<file path="src/rtl/if_pkg.sv">
// Shared types and sizing helpers for the instruction-fetch prefetch unit.
package if_pkg;

  localparam int IF_XLEN         = 32;
  localparam int IF_ILEN         = 32;
  localparam int INSTR_BYTES_DEF = 4;
  localparam int DEPTH_DEF       = 4;

  typedef struct packed {
    logic [IF_XLEN-1:0] pc;
    logic [IF_ILEN-1:0] instr;
    logic               filled;
  } slot_t;

  function automatic int ptr_w(input int depth);
    return (depth > 1) ? $clog2(depth) : 1;
  endfunction

  // Counters must be able to hold DEPTH itself.
  function automatic int cnt_w(input int depth);
    return $clog2(depth) + 1;
  endfunction

endpackage

</file>
<file path="src/rtl/if_prefetch_unit_if.sv">
// Redirect, instruction-memory and decode-side signals of the prefetch unit.
interface if_prefetch_unit_if #(
  parameter int XLEN = 32,
  parameter int ILEN = 32
);
  logic            redirect_valid;
  logic [XLEN-1:0] redirect_pc;
  logic            imem_req_valid;
  logic [XLEN-1:0] imem_req_addr;
  logic            imem_req_ready;
  logic            imem_rsp_valid;
  logic [ILEN-1:0] imem_rsp_data;
  logic            out_valid;
  logic [XLEN-1:0] out_pc;
  logic [ILEN-1:0] out_instr;
  logic            out_ready;

  // master: the prefetch unit; slave: memory, branch logic and decode.
  modport master (
    input  redirect_valid, redirect_pc, imem_req_ready, imem_rsp_valid,
           imem_rsp_data, out_ready,
    output imem_req_valid, imem_req_addr, out_valid, out_pc, out_instr
  );

  modport slave (
    output redirect_valid, redirect_pc, imem_req_ready, imem_rsp_valid,
           imem_rsp_data, out_ready,
    input  imem_req_valid, imem_req_addr, out_valid, out_pc, out_instr
  );
endinterface

</file>
<file path="src/rtl/if_slot_queue.sv">
// In-order slot storage: slots are allocated at tail, filled in order at the
// fill pointer and popped at head. Flush empties the queue in one cycle.
module if_slot_queue
  import if_pkg::*;
#(
  parameter int XLEN  = IF_XLEN,
  parameter int ILEN  = IF_ILEN,
  parameter int DEPTH = DEPTH_DEF,
  localparam int PW   = ptr_w(DEPTH),
  localparam int CW   = cnt_w(DEPTH)
) (
  input  logic            i_clk,
  input  logic            i_rst,
  input  logic            i_flush,
  input  logic            i_alloc,
  input  logic [XLEN-1:0] i_alloc_pc,
  input  logic            i_fill,
  input  logic [ILEN-1:0] i_fill_data,
  input  logic            i_pop,
  output logic [CW-1:0]   o_count,
  output logic [CW-1:0]   o_unfilled,
  output logic            o_head_valid,
  output logic [XLEN-1:0] o_head_pc,
  output logic [ILEN-1:0] o_head_instr
);

  logic [XLEN-1:0]  r_pc    [DEPTH];
  logic [ILEN-1:0]  r_instr [DEPTH];
  logic [DEPTH-1:0] r_filled;
  logic [PW-1:0]    r_head, r_tail, r_fill;
  logic [CW-1:0]    r_count, r_unfilled;
  logic             w_live;

  assign w_live = !i_rst && !i_flush;

  always_ff @(posedge i_clk) begin
    if (i_rst) begin
      r_head     <= '0;
      r_tail     <= '0;
      r_fill     <= '0;
      r_count    <= '0;
      r_unfilled <= '0;
      r_filled   <= '0;
    end else if (i_flush) begin
      r_head     <= '0;
      r_tail     <= '0;
      r_fill     <= '0;
      r_count    <= '0;
      r_unfilled <= '0;
    end else begin
      if (i_alloc) begin
        r_filled[r_tail] <= 1'b0;
        r_tail           <= r_tail + 1'b1;
      end
      if (i_fill) begin
        r_filled[r_fill] <= 1'b1;
        r_fill           <= r_fill + 1'b1;
      end
      if (i_pop)
        r_head <= r_head + 1'b1;
      r_count    <= r_count + CW'(i_alloc) - CW'(i_pop);
      r_unfilled <= r_unfilled + CW'(i_alloc) - CW'(i_fill);
    end
  end

  // Payload storage needs no reset; validity lives in r_count/r_filled.
  always_ff @(posedge i_clk) begin
    if (w_live && i_alloc)
      r_pc[r_tail] <= i_alloc_pc;
    if (w_live && i_fill)
      r_instr[r_fill] <= i_fill_data;
  end

  assign o_count      = r_count;
  assign o_unfilled   = r_unfilled;
  assign o_head_valid = (r_count != '0) && r_filled[r_head];
  assign o_head_pc    = r_pc[r_head];
  assign o_head_instr = r_instr[r_head];

endmodule

</file>
<file path="src/rtl/if_prefetch_unit.sv">
// Fetch stage: owns the fetch PC, issues in-order imem requests, buffers
// fetched instructions for decode and drops responses from flushed paths.
module if_prefetch_unit
  import if_pkg::*;
#(
  parameter int              XLEN        = IF_XLEN,
  parameter int              ILEN        = IF_ILEN,
  parameter int              INSTR_BYTES = INSTR_BYTES_DEF,
  parameter int              DEPTH       = DEPTH_DEF,
  parameter logic [XLEN-1:0] RESET_PC    = '0
) (
  input  logic               CLK,
  input  logic               rst,
  if_prefetch_unit_if.master bus
);

  localparam int CW = cnt_w(DEPTH);

  logic [XLEN-1:0] r_fetch_pc;
  logic [CW-1:0]   r_stale;
  logic            r_rst_q;

  logic [CW-1:0]   w_count, w_unfilled;
  logic [CW:0]     w_budget;
  logic            w_req_valid, w_accept;
  logic            w_head_valid, w_out_valid, w_pop;
  logic            w_stale_hit, w_fill;
  logic [XLEN-1:0] w_redirect_pc, w_head_pc;
  logic [ILEN-1:0] w_head_instr;

  assign w_redirect_pc = bus.redirect_pc & ~XLEN'(INSTR_BYTES - 1);

  // Stale responses still occupy memory-side capacity, so they share the budget.
  assign w_budget    = {1'b0, w_count} + {1'b0, r_stale};
  assign w_req_valid = !rst && !r_rst_q && !bus.redirect_valid &&
                       (w_budget < (CW+1)'(DEPTH));
  assign w_accept    = w_req_valid && bus.imem_req_ready;

  assign w_out_valid = w_head_valid && !rst;
  assign w_pop       = w_out_valid && bus.out_ready;

  assign w_stale_hit = bus.imem_rsp_valid && (r_stale != '0);
  assign w_fill      = bus.imem_rsp_valid && !w_stale_hit && !bus.redirect_valid;

  always_ff @(posedge CLK) begin
    r_rst_q <= rst;
    if (rst) begin
      r_fetch_pc <= RESET_PC;
      r_stale    <= '0;
    end else if (bus.redirect_valid) begin
      // Every unfilled slot becomes an owed response; one arriving now is eaten.
      r_fetch_pc <= w_redirect_pc;
      r_stale    <= r_stale + w_unfilled - CW'(bus.imem_rsp_valid);
    end else begin
      if (w_accept)
        r_fetch_pc <= r_fetch_pc + XLEN'(INSTR_BYTES);
      if (w_stale_hit)
        r_stale <= r_stale - 1'b1;
    end
  end

  if_slot_queue #(
    .XLEN  (XLEN),
    .ILEN  (ILEN),
    .DEPTH (DEPTH)
  ) u_q (
    .i_clk        (CLK),
    .i_rst        (rst),
    .i_flush      (bus.redirect_valid),
    .i_alloc      (w_accept),
    .i_alloc_pc   (r_fetch_pc),
    .i_fill       (w_fill),
    .i_fill_data  (bus.imem_rsp_data),
    .i_pop        (w_pop),
    .o_count      (w_count),
    .o_unfilled   (w_unfilled),
    .o_head_valid (w_head_valid),
    .o_head_pc    (w_head_pc),
    .o_head_instr (w_head_instr)
  );

  assign bus.imem_req_valid = w_req_valid;
  assign bus.imem_req_addr  = r_fetch_pc;
  assign bus.out_valid      = w_out_valid;
  assign bus.out_pc         = w_head_pc;
  assign bus.out_instr      = w_head_instr;

endmodule
</file>
<file path="src/flat_wrapper.sv">
// flat-port wrapper written by rule: the top's interface ports become plain ports
module if_prefetch_unit_flat import if_pkg::*;
#(
  parameter int              XLEN        = IF_XLEN,
  parameter int              ILEN        = IF_ILEN,
  parameter int              INSTR_BYTES = INSTR_BYTES_DEF,
  parameter int              DEPTH       = DEPTH_DEF,
  parameter logic [XLEN-1:0] RESET_PC    = '0
)
  (CLK, rst, bus_redirect_valid, bus_redirect_pc, bus_imem_req_ready, bus_imem_rsp_valid, bus_imem_rsp_data, bus_out_ready, bus_imem_req_valid, bus_imem_req_addr, bus_out_valid, bus_out_pc, bus_out_instr);
  if_prefetch_unit_if #(.XLEN(XLEN), .ILEN(ILEN)) bus_i ();
  input  logic CLK;
  input  logic rst;
  input wire logic [$bits(bus_i.redirect_valid)-1:0] bus_redirect_valid;
  input wire logic [$bits(bus_i.redirect_pc)-1:0] bus_redirect_pc;
  input wire logic [$bits(bus_i.imem_req_ready)-1:0] bus_imem_req_ready;
  input wire logic [$bits(bus_i.imem_rsp_valid)-1:0] bus_imem_rsp_valid;
  input wire logic [$bits(bus_i.imem_rsp_data)-1:0] bus_imem_rsp_data;
  input wire logic [$bits(bus_i.out_ready)-1:0] bus_out_ready;
  output wire logic [$bits(bus_i.imem_req_valid)-1:0] bus_imem_req_valid;
  output wire logic [$bits(bus_i.imem_req_addr)-1:0] bus_imem_req_addr;
  output wire logic [$bits(bus_i.out_valid)-1:0] bus_out_valid;
  output wire logic [$bits(bus_i.out_pc)-1:0] bus_out_pc;
  output wire logic [$bits(bus_i.out_instr)-1:0] bus_out_instr;
  assign bus_i.redirect_valid = bus_redirect_valid;
  assign bus_i.redirect_pc = bus_redirect_pc;
  assign bus_i.imem_req_ready = bus_imem_req_ready;
  assign bus_i.imem_rsp_valid = bus_imem_rsp_valid;
  assign bus_i.imem_rsp_data = bus_imem_rsp_data;
  assign bus_i.out_ready = bus_out_ready;
  assign bus_imem_req_valid = bus_i.imem_req_valid;
  assign bus_imem_req_addr = bus_i.imem_req_addr;
  assign bus_out_valid = bus_i.out_valid;
  assign bus_out_pc = bus_i.out_pc;
  assign bus_out_instr = bus_i.out_instr;
  if_prefetch_unit #(.XLEN(XLEN), .ILEN(ILEN), .INSTR_BYTES(INSTR_BYTES), .DEPTH(DEPTH), .RESET_PC(RESET_PC)) u_core (.CLK(CLK), .rst(rst), .bus(bus_i));
endmodule
</file>
<file path="config.mk">
export PLATFORM = sky130hd
export DESIGN_NAME = if_prefetch_unit_flat
export DESIGN_NICKNAME = d
export VERILOG_FILES = /design/src/rtl/if_pkg.sv /design/src/rtl/if_prefetch_unit_if.sv /design/src/rtl/if_slot_queue.sv /design/src/rtl/if_prefetch_unit.sv /design/src/flat_wrapper.sv
export SDC_FILE = /design/constraint.sdc
export NUM_CORES = 1
export LEC_CHECK = 0
export CAP_MARGIN = 20
export CELL_PAD_IN_SITES_DETAIL_PLACEMENT = 0
export CELL_PAD_IN_SITES_GLOBAL_PLACEMENT = 1
export CORE_ASPECT_RATIO = 1.25
export CORE_MARGIN = 2
export CORE_UTILIZATION = 46
export DETAILED_ROUTE_END_ITERATION = 6
export GPL_ROUTABILITY_DRIVEN = 0
export PLACE_DENSITY_LB_ADDON = 0.1
export SETUP_SLACK_MARGIN = 0.5
export SYNTH_ARGS = -nofsm -noshare
export SYNTH_HDL_FRONTEND = slang
export SYNTH_SLANG_ARGS = --single-unit
export TNS_END_PERCENT = 50
</file>
<file path="constraint.sdc">
create_clock -name CLK -period 2.75 [get_ports CLK]
set_input_delay 0.4125 -clock CLK [delete_from_list [all_inputs] [get_ports CLK]]
set_output_delay 0.4125 -clock CLK [all_outputs]
set_load 0.03 [all_outputs]
</file>
==> impl_metrics.prom <==
# TYPE chip_impl_metric gauge
chip_impl_info{name="run_status",value="finished, final reports clean"} 1
chip_impl_metric{name="maxSlewViolCount",unit=""} 0
chip_impl_metric{name="relSlewSlack",unit="%"} 53.8
chip_impl_info{name="path_class",value="flop to output port"} 1
chip_impl_metric{name="rows",unit=""} 65
chip_impl_metric{name="drt-initial-drc-count",unit=""} 432
chip_impl_metric{name="die_x",unit="µm"} 148
chip_impl_metric{name="period_share",unit="%"} 88.8
chip_impl_metric{name="remaining_drc_errors",unit=""} 0
chip_impl_metric{name="initial_utilization",unit="%"} 47.0
chip_impl_metric{name="period_minus_slack",unit="ps"} 2440
chip_impl_metric{name="ys_types",unit=""} 56
chip_impl_metric{name="first_global_vias",unit=""} 7301
chip_impl_metric{name="synth_sequential_area_ratio",unit="%"} 71.1
chip_impl_info{name="timing.critical_path.slowest_stage_cell",value="sky130_fd_sc_hd__mux4_2"} 1
chip_impl_info{name="worst_r2r_endpoint",value="u_core.u_q.o_count[2]"} 1
chip_impl_metric{name="maxClockFrequency",unit="GHz"} 0.410
chip_impl_metric{name="numClockSinks",unit=""} 300
chip_impl_metric{name="synth_top_area_share",unit="%"} 62.4
chip_impl_metric{name="timing.final.hold_violations",unit=""} 0
chip_impl_info{name="synthMostInstantiatedCell",value="sky130_fd_sc_hd__edfxtp_1"} 1
chip_impl_metric{name="fillCellCount",unit=""} 1778
chip_impl_metric{name="setup-tns-final",unit="ps"} 0
chip_impl_metric{name="final_layout_size_suffix_gt1_share",unit="%"} 31.8
chip_impl_metric{name="multi_input_area",unit="µm²"} 3260
chip_impl_metric{name="tightest_slew",unit="ps"} 690
chip_impl_metric{name="grt_start_max_net_pins",unit=""} 32
chip_impl_metric{name="synth-edff-count",unit=""} 248
chip_impl_metric{name="top_level_port_count",unit=""} 168
chip_impl_info{name="grt_setup_unrepaired",value="true"} 1
chip_impl_metric{name="worst_r2r_path_depth",unit=""} 10
chip_impl_metric{name="num_vias",unit=""} 7033
chip_impl_metric{name="clk_latency",unit="ps"} 550
chip_impl_metric{name="ctsLongestPathBuffers",unit=""} 3
chip_impl_info{name="end_kind",value="output port"} 1
chip_impl_metric{name="place.port_buffers",unit=""} 161
chip_impl_info{name="cts.root.buffer_cell",value="sky130_fd_sc_hd__clkbuf_16"} 1
chip_impl_metric{name="cts.reportedPaths.clkPinSlew",unit="ps"} 60
chip_impl_metric{name="layout.nets",unit=""} 1011
chip_impl_metric{name="peakVddDrop",unit="V"} 0.000549
chip_impl_info{name="timing.rr.start",value="u_core.u_q.r_head[0]"} 1
chip_impl_metric{name="final_setup_violation_count",unit=""} 0
chip_impl_metric{name="setup.reg_to_reg.worst_slack",unit="ps"} 340
chip_impl_metric{name="worst-endpoint-required",unit="ps"} 2340
chip_impl_info{name="netlist_top_cells_area",value="sky130_fd_sc_hd__edfxtp_1 62%, sky130_fd_sc_hd__mux4_2 12%, sky130_fd_sc_hd__dfxtp_1 8.7%, sky130_fd_sc_hd__ha_1 2.1%, sky130_fd_sc_hd__nor2_1 1.1%"} 1
chip_impl_metric{name="crit_path_max_fanout",unit=""} 5
chip_impl_metric{name="power.density_cell_area",unit="nW/µm²"} 638
chip_impl_metric{name="grt_util_all_layers",unit="%"} 20.2
chip_impl_metric{name="hold_fix_buffer_count_after_cts",unit=""} 0
chip_impl_metric{name="cellLeakagePower",unit="nW"} 5.78
chip_impl_info{name="hold_path_class",value="input pin to flop"} 1
chip_impl_info{name="cp-endpoint",value="bus_out_instr[5]"} 1
chip_impl_metric{name="synthToLayoutAreaGrowth",unit="%"} 36.4
chip_impl_info{name="dominantRegCellSynth",value="sky130_fd_sc_hd__edfxtp_1"} 1
chip_impl_info{name="worst_path_most_repeated_cell",value="sky130_fd_sc_hd__buf_6"} 1
chip_impl_metric{name="asyncSetResetFlopFracSynth",unit="%"} 0
chip_impl_metric{name="floorplan.core_area",unit="µm²"} 25400
chip_impl_metric{name="die_height",unit="µm"} 184
chip_impl_metric{name="grt_pass1_wl",unit="µm"} 42000
chip_impl_metric{name="timing.critical_path.arrival",unit="ps"} 2030
chip_impl_metric{name="routed_via_density",unit=""} 5.51
chip_impl_metric{name="cap_viol_max_count",unit=""} 0
chip_impl_info{name="tritoncts",value="built"} 1
chip_impl_metric{name="cts_inserted_buffers",unit=""} 30
chip_impl_info{name="synth_largest_area_cell",value="sky130_fd_sc_hd__edfxtp_1"} 1
chip_impl_metric{name="floorplan.die_area",unit="µm²"} 27300
chip_impl_metric{name="syn_avg_cell_area",unit="µm²"} 17.6
chip_impl_info{name="post_synth_most_frequent_cells",value="248 x sky130_fd_sc_hd__edfxtp_1, 63 x sky130_fd_sc_hd__mux4_2, 52 x sky130_fd_sc_hd__dfxtp_1"} 1
chip_impl_metric{name="hold_slack",unit="ps"} 438
chip_impl_metric{name="synth_seq_cells",unit=""} 300
chip_impl_metric{name="grt_antenna_before_repair",unit=""} 0
chip_impl_metric{name="postRouteWirelength",unit="µm"} 28400
chip_impl_metric{name="synth-warning-count",unit=""} 0
chip_impl_metric{name="grt_overflow_total",unit=""} 0
chip_impl_info{name="critical_path.startpoint_type",value="flop"} 1
chip_impl_metric{name="final_antenna_net_count",unit=""} 0
chip_impl_metric{name="hpwlAfterDp",unit="µm"} 16800
chip_impl_metric{name="drt_pass1_iterations",unit=""} 6
chip_impl_metric{name="diodes",unit=""} 0
chip_impl_metric{name="crit_path_max_incr_delay",unit="ps"} 500
chip_impl_metric{name="synthesis.area",unit="µm²"} 11900
chip_impl_metric{name="worst_clock_skew",unit="ps"} 16.2
chip_impl_info{name="path_cells",value="buf_6 -> buf_6 -> buf_16 -> buf_12 -> mux4_2 -> buf_6"} 1
chip_impl_metric{name="avgRoutedWirePerCell",unit="µm"} 22.3
chip_impl_metric{name="holdPathStages",unit=""} 3
chip_impl_metric{name="syn-instance-count",unit=""} 678
chip_impl_metric{name="htreeDepth",unit=""} 1
chip_impl_metric{name="layout.area.seq",unit="µm²"} 8510
==> metrics by stage <==
| stage | area (µm²) | std cells | power (mW) | setup WS [ps] | utilization (%) |
|---|---|---|---|---|---|
| 2_1_floorplan | 12000 | 681 | 5.70 | 402 | - |
| 3_3_place_gp | 14300 | 1180 | 6.09 | 121 | 56.2 |
| 3_5_place_dp | 14300 | 1180 | 6.11 | 104 | 56.2 |
| 4_1_cts | 15700 | 1258 | 10.4 | 258 | 62.0 |
| 5_1_grt | 16300 | 1277 | 10.7 | 222 | 64.1 |
| 6_report | 16300 | 1277 | 10.4 | 308 | 64.1 |
==> critical path, delay by kind of cell, from the launching register on <==
kind / cells / cell delay (ps)
DFF: 1 / 400
buffers and inverters: 5 / 580
muxes: 1 / 500
==> routing by layer <==
metal | up-vias | track usage (%) | part of all wire (%)
li1 | 3161 | - | -
met1 | 3570 | 26.1 | 40
met2 | 264 | 36.2 | 52
met3 | 38 | 3.33 | 6.6
met4 | 0 | 4.38 | 1.5
met5 | - | 0 | 0
==> layout make-up <==
cell class	instances	area share, %
clock buffer	41	5.18
inverter	28	0.723
timing repair buffer	237	17.9
sequential	300	52.3
multi-input combinational	321	20.0
tap	335	2.58
clock inverter	15	1.33
==> how the worst min path moves through the flow <==
stage                                            start                      endpoint  slack, ps
after CTS                          bus_redirect_pc[24]  u_core.bus.imem_req_addr[24]        420
after global placement    u_core.bus.imem_req_addr[28]        u_core.u_q.r_pc[2][28]        460
after detailed placement  u_core.bus.imem_req_addr[28]        u_core.u_q.r_pc[2][28]        460
after floorplan                                    rst                u_core.r_rst_q        440
after global routing               bus_redirect_pc[24]  u_core.bus.imem_req_addr[24]        450
final                               bus_redirect_pc[5]   u_core.bus.imem_req_addr[5]        440
==> power by group <==
part	internal (mW)	total, mW	switching, mW	leakage (nW)
Combinational	0.451	0.939	0.488	2.58
Sequential	5.03	5.14	0.107	2.69
Clock	2.62	4.30	1.68	0.510
==> placed cells by master, fill, tap and decap left out, types with 5 or more instances in the layout <==
cell | synthesis | routed
sky130_fd_sc_hd__edfxtp_1 | 248 | 248
sky130_fd_sc_hd__a21oi_1 | 17 | 17
sky130_fd_sc_hd__clkbuf_1 | 10 | 7
sky130_fd_sc_hd__buf_6 | 1 | 72
sky130_fd_sc_hd__and2_1 | 11 | 7
sky130_fd_sc_hd__buf_12 | 0 | 16
sky130_fd_sc_hd__clkdlybuf4s50_1 | 0 | 81
sky130_fd_sc_hd__clkbuf_16 | 0 | 38
sky130_fd_sc_hd__a31o_2 | 5 | 5
sky130_fd_sc_hd__o211ai_1 | 5 | 5
sky130_fd_sc_hd__dfxtp_2 | 0 | 7
sky130_fd_sc_hd__xnor2_1 | 13 | 13
sky130_fd_sc_hd__o21ai_0 | 12 | 12
sky130_fd_sc_hd__mux4_2 | 63 | 63
sky130_fd_sc_hd__xor2_1 | 8 | 7
sky130_fd_sc_hd__dlymetal6s2s_1 | 0 | 16
sky130_fd_sc_hd__clkinvlp_4 | 0 | 5
sky130_fd_sc_hd__dfxtp_1 | 52 | 42
sky130_fd_sc_hd__inv_1 | 26 | 21
sky130_fd_sc_hd__nand2_1 | 29 | 26
sky130_fd_sc_hd__buf_4 | 7 | 32
sky130_fd_sc_hd__a211oi_1 | 6 | 6
sky130_fd_sc_hd__nand4_1 | 13 | 13
sky130_fd_sc_hd__bufinv_16 | 0 | 5
sky130_fd_sc_hd__buf_16 | 0 | 11
sky130_fd_sc_hd__and3_1 | 8 | 6
sky130_fd_sc_hd__ha_1 | 20 | 16
sky130_fd_sc_hd__nor2_1 | 36 | 36
sky130_fd_sc_hd__nand3_1 | 20 | 20
sky130_fd_sc_hd__nor3_1 | 7 | 7
==> flip-flops by register name, summed over array words and instances (netlist names), named ones only <==
name	cells
u_core.r_stale	3
u_core.u_q.r_filled	4
u_core.u_q.r_tail	2
u_core.u_q.o_unfilled	3
u_core.r_rst_q	1
u_core.u_q.r_instr	128
u_core.u_q.r_pc	120
u_core.u_q.o_count	3
u_core.bus.imem_req_addr	30
u_core.u_q.r_head	2
u_core.u_q.r_fill	2
==> logic make-up after synthesis <==
| group | after synthesis | share of synthesized area, % |
|---|---|---|
| AOI/OAI and AO/OA | 67 | 3.83 |
| xor gates and xnor gates | 21 | 1.54 |
| adders and majority gates | 23 | 2.60 |
| buffers and inverters | 60 | 2.29 |
| DFF | 300 | 71.1 |
| muxes | 67 | 12.3 |
| other | 1 | 0.0314 |
| and+or+nand+nor | 139 | 6.32 |
==> timing repair <==
item / 4_1_cts / 5_1_grt
pin swaps: 1 / 8
resized for setup: 403 / 111
setup buffers: 13 / 11
endpoints found under the setup margin: 86 / 245
cloned: 9 / 8
Power figures use the tool's default switching activity.
